[config.mk]
export PLATFORM = sky130hd
export DESIGN_NAME = vec_mul_sequencer
export DESIGN_NICKNAME = d
export VERILOG_FILES = /design/src/rtl/vec_mul_sequencer_pkg.sv /design/src/rtl/vec_mul_sequencer_valid_delay_line.sv /design/src/rtl/vec_mul_sequencer.sv
export SDC_FILE = /design/constraint.sdc
export NUM_CORES = 1
export LEC_CHECK = 0
export BUFFER_PORTS_ARGS = -buffer_cell sky130_fd_sc_hd__buf_2
export CORE_UTILIZATION = 40
export CTS_BUF_LIST = sky130_fd_sc_hd__clkbuf_16
export CTS_CLUSTER_SIZE = 8
export DETAILED_ROUTE_END_ITERATION = 8
export GPL_ROUTABILITY_DRIVEN = 0
export GPL_TIMING_DRIVEN = 0
export MAX_ROUTING_LAYER = met4
export SLEW_MARGIN = 5
export SYNTH_ARGS = -nofsm -noshare
export SYNTH_HDL_FRONTEND = slang
export SYNTH_SLANG_ARGS = --single-unit
[constraint.sdc]
create_clock -name clk -period 8.3 [get_ports clk]
set_input_delay 1.66 -clock clk [delete_from_list [all_inputs] [get_ports clk]]
set_output_delay 1.66 -clock clk [all_outputs]
set_load 0.005 [all_outputs]
[src/rtl/vec_mul_sequencer_pkg.sv]
`default_nettype none
// ============================================================================
//  Module      : vec_mul_sequencer_pkg
//  Description : Shared constants for the vector-multiply run controller:
//                state encoding and default geometry.
//  Revision    : 1.0 - initial release
// ============================================================================
package vec_mul_sequencer_pkg;

    localparam int c_DEF_ADDRESSSIZE  = 10;
    localparam int c_DEF_PIPE_LATENCY = 2;

    localparam int c_STATE_W = 3;

    localparam logic [c_STATE_W-1:0] c_IDLE   = 3'd0;
    localparam logic [c_STATE_W-1:0] c_WREQ   = 3'd1;
    localparam logic [c_STATE_W-1:0] c_WLOAD  = 3'd2;
    localparam logic [c_STATE_W-1:0] c_STREAM = 3'd3;
    localparam logic [c_STATE_W-1:0] c_DRAIN  = 3'd4;
    localparam logic [c_STATE_W-1:0] c_DONE   = 3'd5;

endpackage
`default_nettype wire

[src/rtl/vec_mul_sequencer_valid_delay_line.sv]
`default_nettype none
// ============================================================================
//  Module      : valid_delay_line
//  Description : DEPTH-deep 1-bit shift register tracking issued vectors
//                through the datapath, with synchronous flush and an
//                "anything in flight" flag.
//  Revision    : 1.0 - initial release
// ============================================================================
module valid_delay_line #(
    parameter int DEPTH = 2
) (
    input  logic clk,
    input  logic rst,
    input  logic i_flush,
    input  logic i_valid,
    output logic o_valid,
    output logic o_any_valid
);

    logic [DEPTH-1:0] r_stages;

    // Shift the valid bit one stage per cycle; flush empties every stage.
    always_ff @(posedge clk or posedge rst) begin
        if (rst) begin
            r_stages <= '0;
        end else if (i_flush) begin
            r_stages <= '0;
        end else begin
            r_stages[0] <= i_valid;
            for (int i = 1; i < DEPTH; i++) begin
                r_stages[i] <= r_stages[i-1];
            end
        end
    end

    assign o_valid     = r_stages[DEPTH-1];
    assign o_any_valid = |r_stages;

endmodule
`default_nettype wire

[src/rtl/vec_mul_sequencer.sv]
`default_nettype none
// ============================================================================
//  Module      : vec_mul_sequencer
//  Description : Run controller for the vector-multiply datapath. Loads one
//                weight tile (unless reusing), streams N UB addresses, tracks
//                datapath latency and writes N results, then pulses done.
//  Revision    : 1.0 - initial release
// ============================================================================
module vec_mul_sequencer
    import vec_mul_sequencer_pkg::*;
#(
    parameter int ADDRESSSIZE  = c_DEF_ADDRESSSIZE,
    parameter int PIPE_LATENCY = c_DEF_PIPE_LATENCY
) (
    input  logic                   clk,
    input  logic                   rst,
    input  logic                   start,
    input  logic                   abort,
    input  logic [ADDRESSSIZE-1:0] cfg_src_base,
    input  logic [ADDRESSSIZE-1:0] cfg_dst_base,
    input  logic [ADDRESSSIZE-1:0] cfg_num_vec,
    input  logic                   cfg_reuse_weights,
    input  logic                   fifo_empty,
    output logic                   fifo_read_enable,
    output logic                   weight_reload,
    output logic [ADDRESSSIZE-1:0] ub_address,
    output logic                   ub_issue,
    output logic                   res_write_enable,
    output logic [ADDRESSSIZE-1:0] res_address,
    output logic                   busy,
    output logic                   done
);

    logic [c_STATE_W-1:0]   r_state;
    logic [c_STATE_W-1:0]   w_next_state;

    logic [ADDRESSSIZE-1:0] r_src;
    logic [ADDRESSSIZE-1:0] r_dst;
    logic [ADDRESSSIZE-1:0] r_num;
    logic [ADDRESSSIZE-1:0] r_cnt;
    logic [ADDRESSSIZE-1:0] r_wr_idx;

    logic                   w_start_acc;
    logic                   w_flush;
    logic                   w_pipe_out;
    logic                   w_any_valid;

    // Abort is a no-op in IDLE, so start in IDLE is always accepted.
    assign w_start_acc = (r_state == c_IDLE) && start;
    assign w_flush     = abort && (r_state != c_IDLE);

    // State register.
    always_ff @(posedge clk or posedge rst) begin
        if (rst) begin
            r_state <= c_IDLE;
        end else begin
            r_state <= w_next_state;
        end
    end

    // Next-state logic; abort outranks every other transition.
    always_comb begin
        w_next_state = r_state;
        if (w_flush) begin
            w_next_state = c_IDLE;
        end else begin
            case (r_state)
                c_IDLE: begin
                    if (start) begin
                        if (!cfg_reuse_weights) begin
                            w_next_state = c_WREQ;
                        end else if (cfg_num_vec == '0) begin
                            w_next_state = c_DONE;
                        end else begin
                            w_next_state = c_STREAM;
                        end
                    end
                end
                c_WREQ:   if (!fifo_empty) w_next_state = c_WLOAD;
                c_WLOAD:  w_next_state = (r_num == '0) ? c_DONE : c_STREAM;
                c_STREAM: if (r_cnt == r_num - 1'b1) w_next_state = c_DRAIN;
                c_DRAIN:  if (!w_any_valid) w_next_state = c_DONE;
                c_DONE:   w_next_state = c_IDLE;
                default:  w_next_state = c_IDLE;
            endcase
        end
    end

    // State-decoded outputs; addresses are forced to zero when not valid.
    always_comb begin
        fifo_read_enable = (r_state == c_WREQ) && !fifo_empty && !abort;
        weight_reload    = (r_state == c_WLOAD);
        ub_issue         = (r_state == c_STREAM);
        ub_address       = ub_issue ? (r_src + r_cnt) : '0;
        res_write_enable = w_pipe_out;
        res_address      = w_pipe_out ? (r_dst + r_wr_idx) : '0;
        busy             = (r_state != c_IDLE);
        done             = (r_state == c_DONE);
    end

    // Configuration capture at start, issue and write index counters.
    always_ff @(posedge clk or posedge rst) begin
        if (rst) begin
            r_src    <= '0;
            r_dst    <= '0;
            r_num    <= '0;
            r_cnt    <= '0;
            r_wr_idx <= '0;
        end else if (w_start_acc) begin
            r_src    <= cfg_src_base;
            r_dst    <= cfg_dst_base;
            r_num    <= cfg_num_vec;
            r_cnt    <= '0;
            r_wr_idx <= '0;
        end else begin
            if (r_state == c_STREAM) begin
                r_cnt <= r_cnt + 1'b1;
            end
            if (w_pipe_out) begin
                r_wr_idx <= r_wr_idx + 1'b1;
            end
        end
    end

    valid_delay_line #(
        .DEPTH(PIPE_LATENCY)
    ) u_valid_delay_line (
        .clk        (clk),
        .rst        (rst),
        .i_flush    (w_flush),
        .i_valid    (ub_issue),
        .o_valid    (w_pipe_out),
        .o_any_valid(w_any_valid)
    );

endmodule
`default_nettype wire

* Word-level counts from Yosys, hierarchy flattened
Cells that the tools add are included.
Storage, ports and cells: bits in registers 55, input bits 36, output and inout bits 26, word-level logic and storage cells 52
Cells by class: equality and inequality tests 10, $add $sub $neg 5, reduce and logical (&&, ||, !) cells 14, muxes and demuxes 16
Operator list (count):
- 10-bit 2-to-1 mux | 6
- 3-bit 2-to-1 mux | 8
- 10-bit by 1-bit adder with 10-bit output, second input constant | 2
- 10-bit adder | 2
- 10-bit zero test | 2
- 3-bit one-hot mux with 5 select lines | 1
- 3-bit by 2-bit inequality test with 1-bit output, second input constant | 4
- 10-bit == test | 1
- 10-bit by 1-bit subtractor with 10-bit output, second input constant | 1
- 3-bit by 2-bit == test with 1-bit output, second input constant | 2
- 3-bit == test, second input constant | 2
- 1-bit logical AND | 4
- 4-bit AND reduction | 1
- 2-bit nonzero test | 2
- 3-bit by 1-bit == test with 1-bit output, second input constant | 1
- 3-bit zero test | 1
- 3-bit nonzero test | 1
- 1-bit zero test | 2
- 2-bit 2-to-1 mux | 1
- 2-bit OR reduction | 1

* Longest topological paths before layout
depth in word-level cells 6, gate-level depth with buffers 8, mapped depth without buffers 8

* By module
A second synthesis with hierarchy kept.
Second synthesis, totals: cells, all modules 378, area, all modules 3604.7 µm²
By module, submodules not included:
- vec_mul_sequencer | sequential area each 1326.3 µm², area each 3528.4 µm², times used 1, cells each 372
- valid_delay_line | sequential area each 50.0 µm², area each 76.3 µm², times used 1, cells each 6

* Least setup slack after synthesis
Ideal clock, no wire load.
kind register to output, start register r_wr_idx[0], end output res_address[8], stages on the path, launching flop included 9, path slack 4.419 ns, required time 6.640 ns, data arrival time 2.221 ns, path buffers 0, cells stage by stage dfrtp_1 ha_1 fa_1 a21o_1 a21oi_2 o21bai_1 a2111o_1 and3_1 nor3b_1
Between the ends: cells in the longest elaborated chain, start to end 2
Ends and longest elaborated chain:
- start, declared | RTL line vec_mul_sequencer.sv:41 | logic [ADDRESSSIZE-1:0] r_wr_idx;
- start signal, assigned | RTL line vec_mul_sequencer.sv:120 | r_wr_idx <= r_wr_idx + 1'b1;
- 10-bit adder | RTL line vec_mul_sequencer.sv:96 | res_address = w_pipe_out ? (r_dst + r_wr_idx) : '0;
- 10-bit 2-to-1 mux | RTL line vec_mul_sequencer.sv:96
- end, declared | RTL line vec_mul_sequencer.sv:29 | output logic [ADDRESSSIZE-1:0] res_address,
No other way between the ends.

* Worst setup path in the final report
start register r_cnt[0], end output ub_address[8]
Between the ends: cells in the longest elaborated chain, start to end 2
Ends and longest elaborated chain:
- start, declared | RTL line vec_mul_sequencer.sv:40 | logic [ADDRESSSIZE-1:0] r_cnt;
- start signal, assigned | RTL line vec_mul_sequencer.sv:117 | r_cnt <= r_cnt + 1'b1;
- 10-bit adder | RTL line vec_mul_sequencer.sv:94 | ub_address = ub_issue ? (r_src + r_cnt) : '0;
- 10-bit 2-to-1 mux | RTL line vec_mul_sequencer.sv:94
- end, declared | RTL line vec_mul_sequencer.sv:26 | output logic [ADDRESSSIZE-1:0] ub_address,
No other way between the ends.

==> impl_metrics.json <==
{
  "final_layout_size_suffix_gt1_share_pct": 18.9,
  "endpoint": "ub_address[8]",
  "final_core_util_pct": 48.7,
  "start_util_pct": 41.6,
  "cpPeakStageDelay_ps": 540,
  "die_area_mm2": 0.00949,
  "status": "completed",
  "ant_nets": 0,
  "clock_sinks": 55,
  "grt_util_all_layers_pct": 17.9,
  "start_kind": "flip-flop",
  "cts_root_buffer": "clkbuf_16",
  "drt_first_iter_violations": 118,
  "yosysSeqAreaShare_pct": 37.8,
  "htreeDepth": 2,
  "critPathRequiredTime_ps": 6640,
  "worst_slew_pin_slew_ps": 601,
  "cp_top_family": "compound AO/OA/AOI/OAI gates",
  "maxSlewViolCount": 0,
  "rr_endpoint": "r_state[0]",
  "cap_violations": 0,
  "total_leakage_power_nw": 2.05,
  "io_buffers": 61,
  "area_growth_pct": 17.1,
  "cts_buffer_depth": 2,
  "postCtsSetupBuffers": 0,
  "rows": 34,
  "rsz0062_at_grt": "false",
  "crit_arrival_ps": 2820,
  "drt_wl_total_mm": 7.77,
  "worst_hold_path.num_cells": 1,
  "cts_made_buffers": 5,
  "fp.dieH_um": 97.4,
  "dp_hpwl_mm": 6.01,
  "grt_pass1_vias": 2981,
  "syn_inst": 381,
  "postCtsResizedCells": 0,
  "vias_per_cell": 5.36,
  "drt_pass1_iterations": 4,
  "crit_fanout": 5,
  "ctsHoldBuffers": 0,
  "synth_edf_count": 0,
  "setup_viol": 0,
  "fillCellCount": 858,
  "fmax_mhz": 223,
  "fin_setup_tns_ps": 0,
  "synth_flop_cell": "dfrtp_1",
  "drc": 0,
  "final_nets": 509,
  "die_x_um": 97.4,
  "grt_max_degree": 38,
  "ys_async_sr_fraction_pct": 100,
  "worst_hold_slack_ps": 499,
  "via_count": 2989,
  "post_drt_wl_per_cell_um": 13.9,
  "fin_ws_ps": 3820,
  "timing.rr.start": "r_num[0]",
  "syn_area_per_cell_um2": 9.56,
  "r2r_slack_ps": 5900,
  "insertion_delay_ps": 290,
  "period_minus_slack_ps": 4480,
  "grt_pass1_wl_mm": 13.6,
  "antenna_cells": 0,
  "core-area_mm2": 0.00876,
  "fin_worst_skew_ps": 5.89,
  "ys_warn_count": 0,
  "path_clk_slew_ps": 70,
  "cts_tree": "built",
  "synth.distinct_cells": 58,
  "netlist_top_cells_area": "dfrtp_1, mux2_1, ha_1",
  "ir_worst_vdd_mv": 0.160,
  "path_depth": 9,
  "path_buf_inv": 1,
  "crit_slowest_cell": "a2111oi_0",
  "reg2reg_depth": 8,
  "place_ws_ps": 4160,
  "maxSlewHeadroom_pct": 59.6,
  "synth_fp_nets": 440,
  "pin_count": 62,
  "finalCritPeriodShare_pct": 54.0,
  "hold_viol": 0,
  "syn_area_mm2": 0.00364,
  "power.density_mw_per_mm2": 296,
  "gr-total-overflow": 0,
  "antenna_found_initial": 0,
  "crit_start": "r_cnt[0]",
  "critical_path_class": "flip-flop to output port",
  "synth.ff_latch_count": 55,
  "cp-end-kind": "output port",
  "path_cells": "ha_1 -> fa_1 -> a21o_1 -> a21oi_1 -> o21bai_1 -> a2111oi_0 -> o211ai_1 -> nand2_1 -> buf_2",
  "yosys.area.top_type": "dfrtp_1",
  "hold_path.class": "flip-flop to flip-flop",
  "synth_top_area_share_pct": 37.8
}
==> worst min path at each step <==
stage                  start        to
floorplan           r_src[3]  r_src[3]
global placement    r_dst[3]  r_dst[3]
detailed placement  r_src[3]  r_src[3]
CTS                 r_src[3]  r_src[3]
global route        r_src[8]  r_src[8]
finish              r_dst[0]  r_dst[0]
==> per-stage QoR <==
step,instance area [µm²],power [W],cells
final,4270,0.00126,558
after detailed placement,4100,0.00104,551
after global placement,4080,0.00102,550
after CTS,4270,0.00128,558
after floorplan,3640,0.000880,381
after global routing,4270,0.00138,558
==> power breakdown <==
group | total, W | switching, W | internal, W
clock network | 0.000235 | 0.0000942 | 0.000141
logic | 0.000584 | 0.000306 | 0.000278
registers | 0.000445 | 0.0000856 | 0.000359
total | 0.00126 | 0.000486 | 0.000778
==> synthesized netlist by cell type, types with 3 or more instances <==
library cell,instances
dfrtp_1,55
nor2_1,42
mux2_1,26
nand2_1,24
xnor2_1,23
a21oi_1,22
ha_1,21
xor2_1,17
inv_1,11
and2_1,10
nand3_1,8
nor3_1,8
clkbuf_1,7
nand4_1,7
o21ai_0,7
o21ai_1,7
and3_1,6
o21bai_1,6
or3_1,6
a21o_1,4
buf_2,4
nor4_1,4
o31ai_1,4
a2111oi_0,3
a31oi_1,3
and3b_1,3
nand2b_1,3
nor3b_1,3
==> flip-flops by register name, indices dropped and copies added, names as in the netlist <==
register / count
r_cnt: 10
r_dst: 10
r_num: 10
r_src: 10
r_wr_idx: 10
r_state: 3
u_valid_delay_line.r_stages: 2
==> worst register-to-register path, stage by stage, from the launching register on <==
cell and delay (ps):
dfrtp_1 430, inv_1 100, ha_1 250, nor4b_4 500
xnor2_1 180, a31o_1 170, nand4_1 120, o31ai_2 350
o311ai_1 160
==> layer usage <==
layer / share of wire (%) / GRT usage (%) / wire, µm / vias to the layer above
li1: - / - / - / 1495
met4: 0.98 / 3.73 / 76 / 0
met1: 47 / 22.3 / 3630 / 1441
met3: 2.8 / 2.81 / 221 / 8
met2: 49 / 30.8 / 3840 / 45
met5: 0 / - / 0 / -
==> cell usage in the layout, fill, tap and decap left out, types with 3 or more instances in the layout <==
cell / netlist / routed
inv_1: 11 / 10
nand2b_1: 3 / 3
nand4_1: 7 / 7
buf_2: 4 / 65
o31ai_1: 4 / 4
a21oi_1: 22 / 22
a31oi_1: 3 / 3
nand2_1: 24 / 24
nor3_1: 8 / 8
xor2_1: 17 / 17
mux2_1: 26 / 26
clkbuf_16: 0 / 5
xnor2_1: 23 / 23
nor2_1: 42 / 42
nor4_1: 4 / 4
nand3_1: 8 / 8
a2111oi_0: 3 / 3
and3b_1: 3 / 3
o21bai_1: 6 / 6
a21o_1: 4 / 4
o21ai_0: 7 / 7
nor3b_1: 3 / 3
clkbuf_1: 7 / 7
dfrtp_1: 55 / 55
and3_1: 6 / 6
ha_1: 21 / 21
o21ai_1: 7 / 7
or3_1: 6 / 6
and2_1: 10 / 10
==> cells by family after synthesis <==
logic type                 share of synthesized area (%)
AOI/OAI and AO/OA                                   13.5
xor gates and xnor gates                            9.62
adders and majority gates                           8.31
buffers and inverters                               3.33
DFF                                                 37.8
muxes                                               8.31
and+or+nand+nor                                     19.1
==> cell type report <==
| class | instances | area, µm² | area share, % |
|---|---|---|---|
| clock buffers | 5 | 125 | 2.93 |
| clock inverters | 2 | 37.5 | 0.880 |
| plain buffers | 14 | 72.6 | 1.70 |
| repair buffers | 62 | 325 | 7.63 |
| flip-flops and latches | 55 | 1380 | 32.3 |
| multi-input cells | 299 | 2140 | 50.3 |
| well taps | 108 | 135 | 3.17 |
| inverters | 13 | 48.8 | 1.14 |
Note: power is estimated with default switching activity, not from simulation.
